**src/rtl/mem_arbiter_if.sv**
```systemverilog
// Requester and memory-side signals of the two-port memory arbiter.
// The slave modport is the arbiter's view; master is the requesters-plus-memory view.
interface mem_arbiter_if #(
    parameter int unsigned ADDR_W = 4,
    parameter int unsigned DATA_W = 8
);
    logic              req_a;
    logic              req_b;
    logic              we_a;
    logic              we_b;
    logic [ADDR_W-1:0] addr_a;
    logic [ADDR_W-1:0] addr_b;
    logic [DATA_W-1:0] wdata_a;
    logic [DATA_W-1:0] wdata_b;
    logic              ack_a;
    logic              ack_b;
    logic [DATA_W-1:0] rdata_a;
    logic [DATA_W-1:0] rdata_b;
    logic              busy;
    logic [ADDR_W-1:0] mem_addr;
    logic [DATA_W-1:0] mem_din;
    logic [DATA_W-1:0] mem_dout;
    logic              mem_wr;
    logic              mem_rd;

    modport slave (
        input  req_a, req_b, we_a, we_b, addr_a, addr_b, wdata_a, wdata_b, mem_dout,
        output ack_a, ack_b, rdata_a, rdata_b, busy, mem_addr, mem_din, mem_wr, mem_rd
    );

    modport master (
        output req_a, req_b, we_a, we_b, addr_a, addr_b, wdata_a, wdata_b, mem_dout,
        input  ack_a, ack_b, rdata_a, rdata_b, busy, mem_addr, mem_din, mem_wr, mem_rd
    );
endinterface

```
**src/rtl/mem_arbiter.sv**
```systemverilog
// Two-requester round-robin arbiter in front of a single-port synchronous memory.
// One transaction in flight: IDLE -> ACCESS -> LATCH -> DONE, ack held until req drops.
module mem_arbiter #(
    parameter int unsigned ADDR_W = 4,
    parameter int unsigned DATA_W = 8
) (
    input  logic          clk,
    input  logic          reset,
    mem_arbiter_if.slave  bus
);

    typedef enum logic [1:0] {StIdle, StAccess, StLatch, StDone} state_e;

    state_e            state_q, state_d;
    logic              ptr_q, ptr_d;  // 0: prefer A on a tie
    logic              win_q, win_d;  // 0: A owns the current transaction
    logic              we_q, we_d;
    logic [ADDR_W-1:0] addr_q, addr_d;
    logic [DATA_W-1:0] wdata_q, wdata_d;
    logic [DATA_W-1:0] rdata_a_q, rdata_a_d;
    logic [DATA_W-1:0] rdata_b_q, rdata_b_d;

    always_comb begin
        state_d   = state_q;
        ptr_d     = ptr_q;
        win_d     = win_q;
        we_d      = we_q;
        addr_d    = addr_q;
        wdata_d   = wdata_q;
        rdata_a_d = rdata_a_q;
        rdata_b_d = rdata_b_q;
        unique case (state_q)
            StIdle: begin
                if (bus.req_a || bus.req_b) begin
                    win_d   = (bus.req_a && bus.req_b) ? ptr_q : bus.req_b;
                    ptr_d   = ~win_d;
                    we_d    = win_d ? bus.we_b    : bus.we_a;
                    addr_d  = win_d ? bus.addr_b  : bus.addr_a;
                    wdata_d = win_d ? bus.wdata_b : bus.wdata_a;
                    state_d = StAccess;
                end
            end
            StAccess: state_d = StLatch;
            StLatch: begin
                // Memory registered its output on the ACCESS exit edge.
                if (!we_q) begin
                    if (win_q) rdata_b_d = bus.mem_dout;
                    else       rdata_a_d = bus.mem_dout;
                end
                state_d = StDone;
            end
            StDone: begin
                if (!(win_q ? bus.req_b : bus.req_a)) state_d = StIdle;
            end
            default: state_d = StIdle;
        endcase
    end

    always_ff @(posedge clk or posedge reset) begin
        if (reset) begin
            state_q   <= StIdle;
            ptr_q     <= 1'b0;
            win_q     <= 1'b0;
            we_q      <= 1'b0;
            addr_q    <= '0;
            wdata_q   <= '0;
            rdata_a_q <= '0;
            rdata_b_q <= '0;
        end else begin
            state_q   <= state_d;
            ptr_q     <= ptr_d;
            win_q     <= win_d;
            we_q      <= we_d;
            addr_q    <= addr_d;
            wdata_q   <= wdata_d;
            rdata_a_q <= rdata_a_d;
            rdata_b_q <= rdata_b_d;
        end
    end

    assign bus.mem_addr = addr_q;
    assign bus.mem_din  = wdata_q;
    assign bus.mem_wr   = (state_q == StAccess) &&  we_q;
    assign bus.mem_rd   = (state_q == StAccess) && !we_q;
    assign bus.busy     = (state_q != StIdle);
    assign bus.ack_a    = (state_q == StDone) && !win_q;
    assign bus.ack_b    = (state_q == StDone) &&  win_q;
    assign bus.rdata_a  = rdata_a_q;
    assign bus.rdata_b  = rdata_b_q;

endmodule

```
**src/flat_wrapper.sv**
```systemverilog
// flat-port wrapper written by rule: the top's interface ports become plain ports
module mem_arbiter_flat 
#(
    parameter int unsigned ADDR_W = 4,
    parameter int unsigned DATA_W = 8
)
  (clk, reset, bus_req_a, bus_req_b, bus_we_a, bus_we_b, bus_addr_a, bus_addr_b, bus_wdata_a, bus_wdata_b, bus_mem_dout, bus_ack_a, bus_ack_b, bus_rdata_a, bus_rdata_b, bus_busy, bus_mem_addr, bus_mem_din, bus_mem_wr, bus_mem_rd);
  mem_arbiter_if #(.ADDR_W(ADDR_W), .DATA_W(DATA_W)) bus_i ();
  input  logic clk;
  input  logic reset;
  input wire logic [$bits(bus_i.req_a)-1:0] bus_req_a;
  input wire logic [$bits(bus_i.req_b)-1:0] bus_req_b;
  input wire logic [$bits(bus_i.we_a)-1:0] bus_we_a;
  input wire logic [$bits(bus_i.we_b)-1:0] bus_we_b;
  input wire logic [$bits(bus_i.addr_a)-1:0] bus_addr_a;
  input wire logic [$bits(bus_i.addr_b)-1:0] bus_addr_b;
  input wire logic [$bits(bus_i.wdata_a)-1:0] bus_wdata_a;
  input wire logic [$bits(bus_i.wdata_b)-1:0] bus_wdata_b;
  input wire logic [$bits(bus_i.mem_dout)-1:0] bus_mem_dout;
  output wire logic [$bits(bus_i.ack_a)-1:0] bus_ack_a;
  output wire logic [$bits(bus_i.ack_b)-1:0] bus_ack_b;
  output wire logic [$bits(bus_i.rdata_a)-1:0] bus_rdata_a;
  output wire logic [$bits(bus_i.rdata_b)-1:0] bus_rdata_b;
  output wire logic [$bits(bus_i.busy)-1:0] bus_busy;
  output wire logic [$bits(bus_i.mem_addr)-1:0] bus_mem_addr;
  output wire logic [$bits(bus_i.mem_din)-1:0] bus_mem_din;
  output wire logic [$bits(bus_i.mem_wr)-1:0] bus_mem_wr;
  output wire logic [$bits(bus_i.mem_rd)-1:0] bus_mem_rd;
  assign bus_i.req_a = bus_req_a;
  assign bus_i.req_b = bus_req_b;
  assign bus_i.we_a = bus_we_a;
  assign bus_i.we_b = bus_we_b;
  assign bus_i.addr_a = bus_addr_a;
  assign bus_i.addr_b = bus_addr_b;
  assign bus_i.wdata_a = bus_wdata_a;
  assign bus_i.wdata_b = bus_wdata_b;
  assign bus_i.mem_dout = bus_mem_dout;
  assign bus_ack_a = bus_i.ack_a;
  assign bus_ack_b = bus_i.ack_b;
  assign bus_rdata_a = bus_i.rdata_a;
  assign bus_rdata_b = bus_i.rdata_b;
  assign bus_busy = bus_i.busy;
  assign bus_mem_addr = bus_i.mem_addr;
  assign bus_mem_din = bus_i.mem_din;
  assign bus_mem_wr = bus_i.mem_wr;
  assign bus_mem_rd = bus_i.mem_rd;
  mem_arbiter #(.ADDR_W(ADDR_W), .DATA_W(DATA_W)) u_core (.clk(clk), .reset(reset), .bus(bus_i));
endmodule
```
**config.mk**
```make
export PLATFORM = sky130hd
export DESIGN_NAME = mem_arbiter_flat
export DESIGN_NICKNAME = d
export VERILOG_FILES = /design/src/rtl/mem_arbiter_if.sv /design/src/rtl/mem_arbiter.sv /design/src/flat_wrapper.sv
export SDC_FILE = /design/constraint.sdc
export NUM_CORES = 1
export LEC_CHECK = 0
export ABC_AREA = 1
export BUFFER_PORTS_ARGS = -buffer_cell sky130_fd_sc_hd__buf_2
export CORE_MARGIN = 10
export CORE_UTILIZATION = 25
export CTS_BUF_LIST = sky130_fd_sc_hd__clkbuf_16
export CTS_CLUSTER_DIAMETER = 30
export CTS_CLUSTER_SIZE = 12
export DETAILED_ROUTE_END_ITERATION = 8
export PLACE_DENSITY = 0.44
export SYNTH_ARGS = -nofsm -noshare
export SYNTH_HDL_FRONTEND = slang
export SYNTH_SLANG_ARGS = --single-unit
```
**constraint.sdc**
```tcl
create_clock -name clk -period 1.65 [get_ports clk]
set_input_delay 0.33 -clock clk [delete_from_list [all_inputs] [get_ports clk]]
set_output_delay 0.33 -clock clk [all_outputs]
set_load 0.05 [all_outputs]
```
==> results.toml, run 1 <==
[yosys]
syn_area_per_cell_um2 = 8.147
synthesis.area_um2 = 1768
synth_cell_types = 17
synth.most_common_cell = "nand2_1"
synth_xor_xnor_area_share_pct = 0
yosysSeqAreaShare_pct = 46.71
synthTopCellsByCount = "64 x nand2_1, 45 x inv_1, 33 x dfrtp_1"
yosys.area_share.adder_pct = 4.246
synth-simple-area-share_pct = 27.74
async_flop_share_pct = 100.0
yosys.area.top_type_share_pct = 46.71
synth.ff_latch_count = 33
netlist_instances = 217
synth_top_cell_by_area = "dfrtp_1"
synth_area_leaders = "dfrtp_1 47%, nand2_1 14%, inv_1 9.6%, nand3_1 5.7%, nand3_2 5.7%"
synth_compound_area_share_pct = 7.856
synth_mux_area_share_pct = 0
syn-num-nets = 261
yosysWarnings = 0
synth_ff_type = "dfrtp_1"
synth_edf_count = 0
synth_top_family_by_area = "simple AND/OR/NAND/NOR gates"

[detailed_routing]
avgRoutedWirePerCell_um = 12.51
antenna_left = 0
drt-vias-per-instance = 3.966
drt_first_pass_iters = 4
num_vias = 1539
drt_iter0_markers = 41
wl_um = 4852
drc_errors = 0

[global_routing]
use_met1_pct = 10.80
grt_max_degree = 34
top_usage_layer = "met2"
antenna_found_initial = 0
grt_overflow = 0
grt_pass1_wl_um = 8528
grt_use_met2_pct = 15.68
grt_pass1_vias = 1718
grt_use_total_pct = 9.433
use_met3_pct = 3.408

[layout]
drive_gt1_share_pct = 38.70
post-route-util_pct = 35.81
multi_input_area_um2 = 721.9
n_fill_cell = 780
area_growth_pct = 38.36
antenna_cells = 0
fin_nets = 335
register_area_um2 = 827.0

[power_and_ir_drop]
switching_share_pct = 50.16
p_sw_mw = 2.927
p_leak_nw = 1.411
p_per_area_nw_per_um2 = 2386
pwr-share-clk_pct = 20.5
p_seq_share_pct = 25.4
vdd.ir_drop.worst_uv = 721.8
internal-power_mw = 2.909
p_comb_share_pct = 54.1

[floorplanning]
fp.dieH_um = 104.1
die_area_um2 = 10840
core_um2 = 6832
start_util_pct = 25.88
dieWidth_um = 104.1
ioPinCount = 71
num_rows = 30

[sta]
timing_hold_violations_final = 0
finalCritPeriodShare_pct = 95.73
period_needed_ns = 1.580
worst-slew-pin-transition_ns = 0.4748
final.setup_skew_ns = 0.005752
grt_setup_unrepaired = "yes"
hold_ws_ns = 0.1390
slew_viol_final = 0
final-setup-viol-count = 0
slew-limit-headroom_pct = 68.27
maxClockFrequency_ghz = 0.6331

[worst_setup_path]
worstPathRequired_ns = 1.32
cp-end-kind = "primary output"
criticalPathCategory = "reg2out"
cp-start-kind = "register"
cp.arrival_ns = 1.25
crit_fanout = 4

[placed_design]
port_buffers = 70
hpwlAfterDp_um = 3625
place_congestion = 0.7925

[cts]
clock_path_buffers = 2
cts_htree_levels = 2
root_buffer = "clkbuf_16"
clock_sinks = 33
clk_latency_ns = 0.28
holdBufCountCts = 0
cts_tree = "yes"
numCtsBuffers = 5
path_clk_slew_ns = 0.06

[hold_path]
hold_path_class = "in2async"

[job]
cap_violations = 0

[run_status]
status = "finished, final reports clean"
## timing repair
action | CTS | global route
setup buffers | 0 | 1
endpoints found under the setup margin | 4 | 5
cloned | 0 | 0
endpoints found under the hold margin | 0 | 0
gates resized for setup | 5 | 9
## worst paths after layout
kind / cells past startpoint / slack, ns / start / end
min in group clk: 3 / 0.32 / bus_mem_dout[4] / u_core.bus.rdata_b[4]
max: 5 / 0.07 / u_core.state_q[1] / bus_mem_rd
max in group asynchronous: 3 / 1.18 / reset / u_core.state_q[1]
min: 3 / 0.14 / reset / u_core.bus.rdata_b[3]
min reg2reg: 2 / 0.47 / u_core.bus.rdata_a[2] / u_core.bus.rdata_a[2]
max reg2reg: 4 / 0.23 / u_core.state_q[1] / u_core.bus.rdata_a[1]
## routing by layer
metal	share of wire, %	vias to the layer above	routed length [um]
met1	45	696	2185
met2	48	36	2316
met3	5.6	6	270
met4	1.6	0	80
li1	-	801	-
met5	0	-	0
## layout by cell type, fill, tap and decap left out
cell       instances
buf_2             65
nand2_1           64
inv_1             43
dfrtp_1           32
nand3_1           20
nand3_2           10
o21ai_0            9
o21ai_2            8
buf_4              7
clkbuf_16          5
nor2_1             4
ha_1               4
nand2_2            3
inv_2              3
nand4_1            2
bufinv_16          2
buf_6              2
o21ai_4            1
a21boi_0           1
inv_4              1
nor2_2             1
ha_4               1
ha_2               1
clkinv_2           1
clkbuf_4           1
dfrtp_2            1
## per-stage QoR
| stage | std cells | area [um2] | TNS (ns) | power (mW) | setup WS, ns |
|---|---|---|---|---|---|
| floorplan | 217 | 1770 | 0 | 3.845 | 0.04307 |
| global placement | 379 | 2210 | 0 | 4.572 | 0.2328 |
| detailed placement | 379 | 2210 | 0 | 4.578 | 0.1575 |
| CTS | 387 | 2412 | -0.01299 | 5.851 | -0.01299 |
| global route | 388 | 2446 | -0.005045 | 6.256 | -0.005045 |
| finish | 388 | 2446 | 0 | 5.836 | 0.07040 |
## power by group through the flow
| stage | combinational, mW | sequential, mW | clock [mW] |
|---|---|---|---|
| after CTS | 3.14 | 1.48 | 1.23 |
| after global routing | 3.44 | 1.55 | 1.27 |
| after global placement | 3.09 | 1.48 | 0 |
| after detailed placement | 3.09 | 1.48 | 0 |
| after floorplan | 1.19 | 2.65 | 0 |
| final | 3.16 | 1.48 | 1.19 |
## sequential cells by signal, indices dropped and copies added, names as in the netlist
signal,count
u_core.state_q,2
u_core.win_q,1
u_core.bus.mem_addr,4
u_core.bus.rdata_b,8
u_core.ptr_q,1
u_core.bus.mem_din,8
u_core.bus.rdata_a,8
u_core.we_q,1
## cell type report
| class | count | area share [%] |
|---|---|---|
| inverters | 47 | 7.315 |
| multi-input cells | 129 | 29.51 |
| well taps | 96 | 4.910 |
| repair buffers | 75 | 16.68 |
| clock inverters | 3 | 2.660 |
| clock buffers | 5 | 5.115 |
| flip-flops and latches | 33 | 33.81 |
## logic make-up after synthesis
logic type      after synthesis
flops                        33
simple gates                104
buf+inv                      55
compound gates               19
fa+ha+maj                     6
## worst max-delay path, cell delays in order (launching register included)
cell     delay (ns)
dfrtp_2        0.44
inv_4          0.08
ha_1           0.16
inv_1          0.05
nor2_2         0.08
buf_6          0.16
Power figures use the tool's default switching activity.
==> run 2, diff against run 1 <==
- ABC_AREA: 1 -> unset
- PLACE_DENSITY: 0.44 -> 0.45
==> results.toml, run 2 <==
[yosys]
synth_xor_xnor_area_share_pct = 0
yosysWarnings = 0
synth.most_common_cell = "dfrtp_1"
synth_ff_type = "dfrtp_1"
async_flop_share_pct = 100.0
syn_area_per_cell_um2 = 11.38
syn-num-nets = 183
synthTopCellsByCount = "33 x dfrtp_1, 16 x mux2_2, 15 x nor2_1"
yosysSeqAreaShare_pct = 52.22
synth_top_family_by_area = "multiplexers"
synth.ff_latch_count = 33
synth_cell_types = 27
yosys.area_share.adder_pct = 4.747
yosys.area.top_type_share_pct = 52.22
synth_top_cell_by_area = "dfrtp_1"
synthesis.area_um2 = 1582
synth_edf_count = 0
synth_mux_area_share_pct = 13.92
netlist_instances = 139
synth-simple-area-share_pct = 12.26
synth_compound_area_share_pct = 12.34
synth_area_leaders = "dfrtp_1 52%, mux2_2 11%, a31oi_1 5.5%, ha_1 4.7%, nand3_1 4.1%"

[power_and_ir_drop]
power_mw = 5.518
switching_share_pct = 49.58
p_sw_mw = 2.736
p_per_area_nw_per_um2 = 2476
p_leak_nw = 1.066
internal-power_mw = 2.782
p_comb_share_pct = 57.6
p_seq_share_pct = 27.2
pwr-share-clk_pct = 15.2
vdd.ir_drop.worst_uv = 1144

[detailed_routing]
antenna_left = 0
drt_first_pass_iters = 4
wl_um = 4435
avgRoutedWirePerCell_um = 15.35
drc_errors = 0
drt-vias-per-instance = 4.543
drt_iter0_markers = 35
num_vias = 1313

[worst_setup_path]
cp-end-kind = "primary output"
crit_start = "u_core.state_q[1]"
r2r_cells = 5
cp-start-kind = "register"
crit_fanout = 4
worstPathRequired_ns = 1.32
reg2reg_from = "u_core.state_q[0]"
regToRegSetupSlack_ns = 0.11
criticalPathCategory = "reg2out"
r2r_end = "u_core.bus.rdata_a[6]"
cp.arrival_ns = 1.32

[global_routing]
grt_pass1_vias = 1481
grt_overflow = 0
antenna_found_initial = 0
grt_use_total_pct = 8.954
grt_max_degree = 34
grt_pass1_wl_um = 7251

[hold_path]
hold_path_class = "in2async"

[floorplanning]
fp.dieH_um = 99.54
start_util_pct = 26.25
dieWidth_um = 99.54
ioPinCount = 71
num_rows = 28
die_area_um2 = 9907
core_um2 = 6026

[layout]
final_common_cell = "buf_2"
post-route-util_pct = 36.98
final_cell_mix = "65 x buf_2, 33 x dfrtp_1, 16 x mux2_2"
fin_nets = 258
final_cells = 289
drive_gt1_share_pct = 51.40
antenna_cells = 0
area_growth_pct = 40.90

[cts]
clk_latency_ns = 0.27
numCtsBuffers = 5
cts_tree = "yes"
holdBufCountCts = 0
path_clk_slew_ns = 0.05
root_buffer = "clkbuf_16"
clock_path_buffers = 2
clock_sinks = 33
cts_htree_levels = 2

[sta]
slew-limit-headroom_pct = 63.42
setup_ws_ns = 0.004558
slew_viol_final = 0
worst-slew-pin-transition_ns = 0.5488
period_needed_ns = 1.645
timing_hold_violations_final = 0
final-setup-viol-count = 0
final.setup_skew_ns = 0.004762
maxClockFrequency_ghz = 0.6077
hold_ws_ns = 0.1533
grt_setup_unrepaired = "yes"
finalCritPeriodShare_pct = 99.72

[placed_design]
port_buffers = 70
hpwlAfterDp_um = 3381
place_congestion = 0.7587
placed_cells = 281
post-place-ws_ns = 0.09741

[run_status]
status = "finished, final reports clean"

[job]
cap_violations = 0
-- run 2: area by class of cell --
| class | instances | area [um2] |
|---|---|---|
| fillers | 629 | 3797 |
| inverters | 6 | 22.52 |
| clock buffers | 5 | 125.1 |
| repair buffers | 76 | 444.2 |
| clock inverters | 2 | 7.507 |
| multi-input cells | 92 | 709.4 |
| flip-flops and latches | 33 | 825.8 |
| well taps | 75 | 93.84 |
-- run 2: cell families (layout without fill, tap and decap cells) --
group                      count (synthesis)  count (layout)
DFF                                       33              33
buffers and inverters                     14              89
AOI/OAI and AO/OA                         31              31
and+or+nand+nor                           36              36
muxes                                     19              19
adders and majority gates                  6               6
-- run 2: worst max path at each step --
stage,end,slack (ns),cells past startpoint
2_1_floorplan,u_core.bus.rdata_a[0],0.15,4
3_3_place_gp,u_core.bus.rdata_a[3],0.15,5
6_report,bus_mem_wr,0.005,4
5_1_grt,bus_mem_wr,-0.04,4
4_1_cts,bus_busy,-0.04,4
3_5_place_dp,u_core.bus.rdata_a[4],0.1,5
-- run 2: metal layers --
metal  share of wire, %  vias to the layer above  global-route usage (%)
met1                 45                      606                   10.48
li1                   -                      639                       -
met2                 41                       63                   12.98
met5                  0                        -                       0
met3                 13                        5                   5.744
met4               0.88                        0                   2.977
-- run 2: timing repair --
| action | 4_1_cts | 5_1_grt |
|---|---|---|
| cloned | 0 | 0 |
| setup endpoints to repair | 5 | 7 |
| resized for setup | 7 | 8 |
| buffers inserted | 1 | 0 |
-- run 2: metrics by stage --
step	setup TNS, ns	instance area [um2]
2_1_floorplan	0	1584
3_3_place_gp	0	2042
3_5_place_dp	0	2042
4_1_cts	-0.06447	2201
5_1_grt	-0.08721	2228
6_report	0	2228
-- run 2: critical path: stages (launching register included) --
cell     delay, ns
dfrtp_1       0.41
inv_2         0.11
ha_2          0.18
and2_1        0.17
buf_6         0.17
-- run 2: power by group through the flow --
| stage | Combinational, mW | Sequential (mW) | Clock (mW) |
|---|---|---|---|
| after global routing | 3.39 | 1.57 | 0.904 |
| after CTS | 3.16 | 1.50 | 0.874 |
| after global placement | 3.08 | 1.51 | 0 |
| after floorplan | 1.13 | 2.70 | 0 |
| after detailed placement | 3.10 | 1.50 | 0 |
| final | 3.18 | 1.50 | 0.838 |
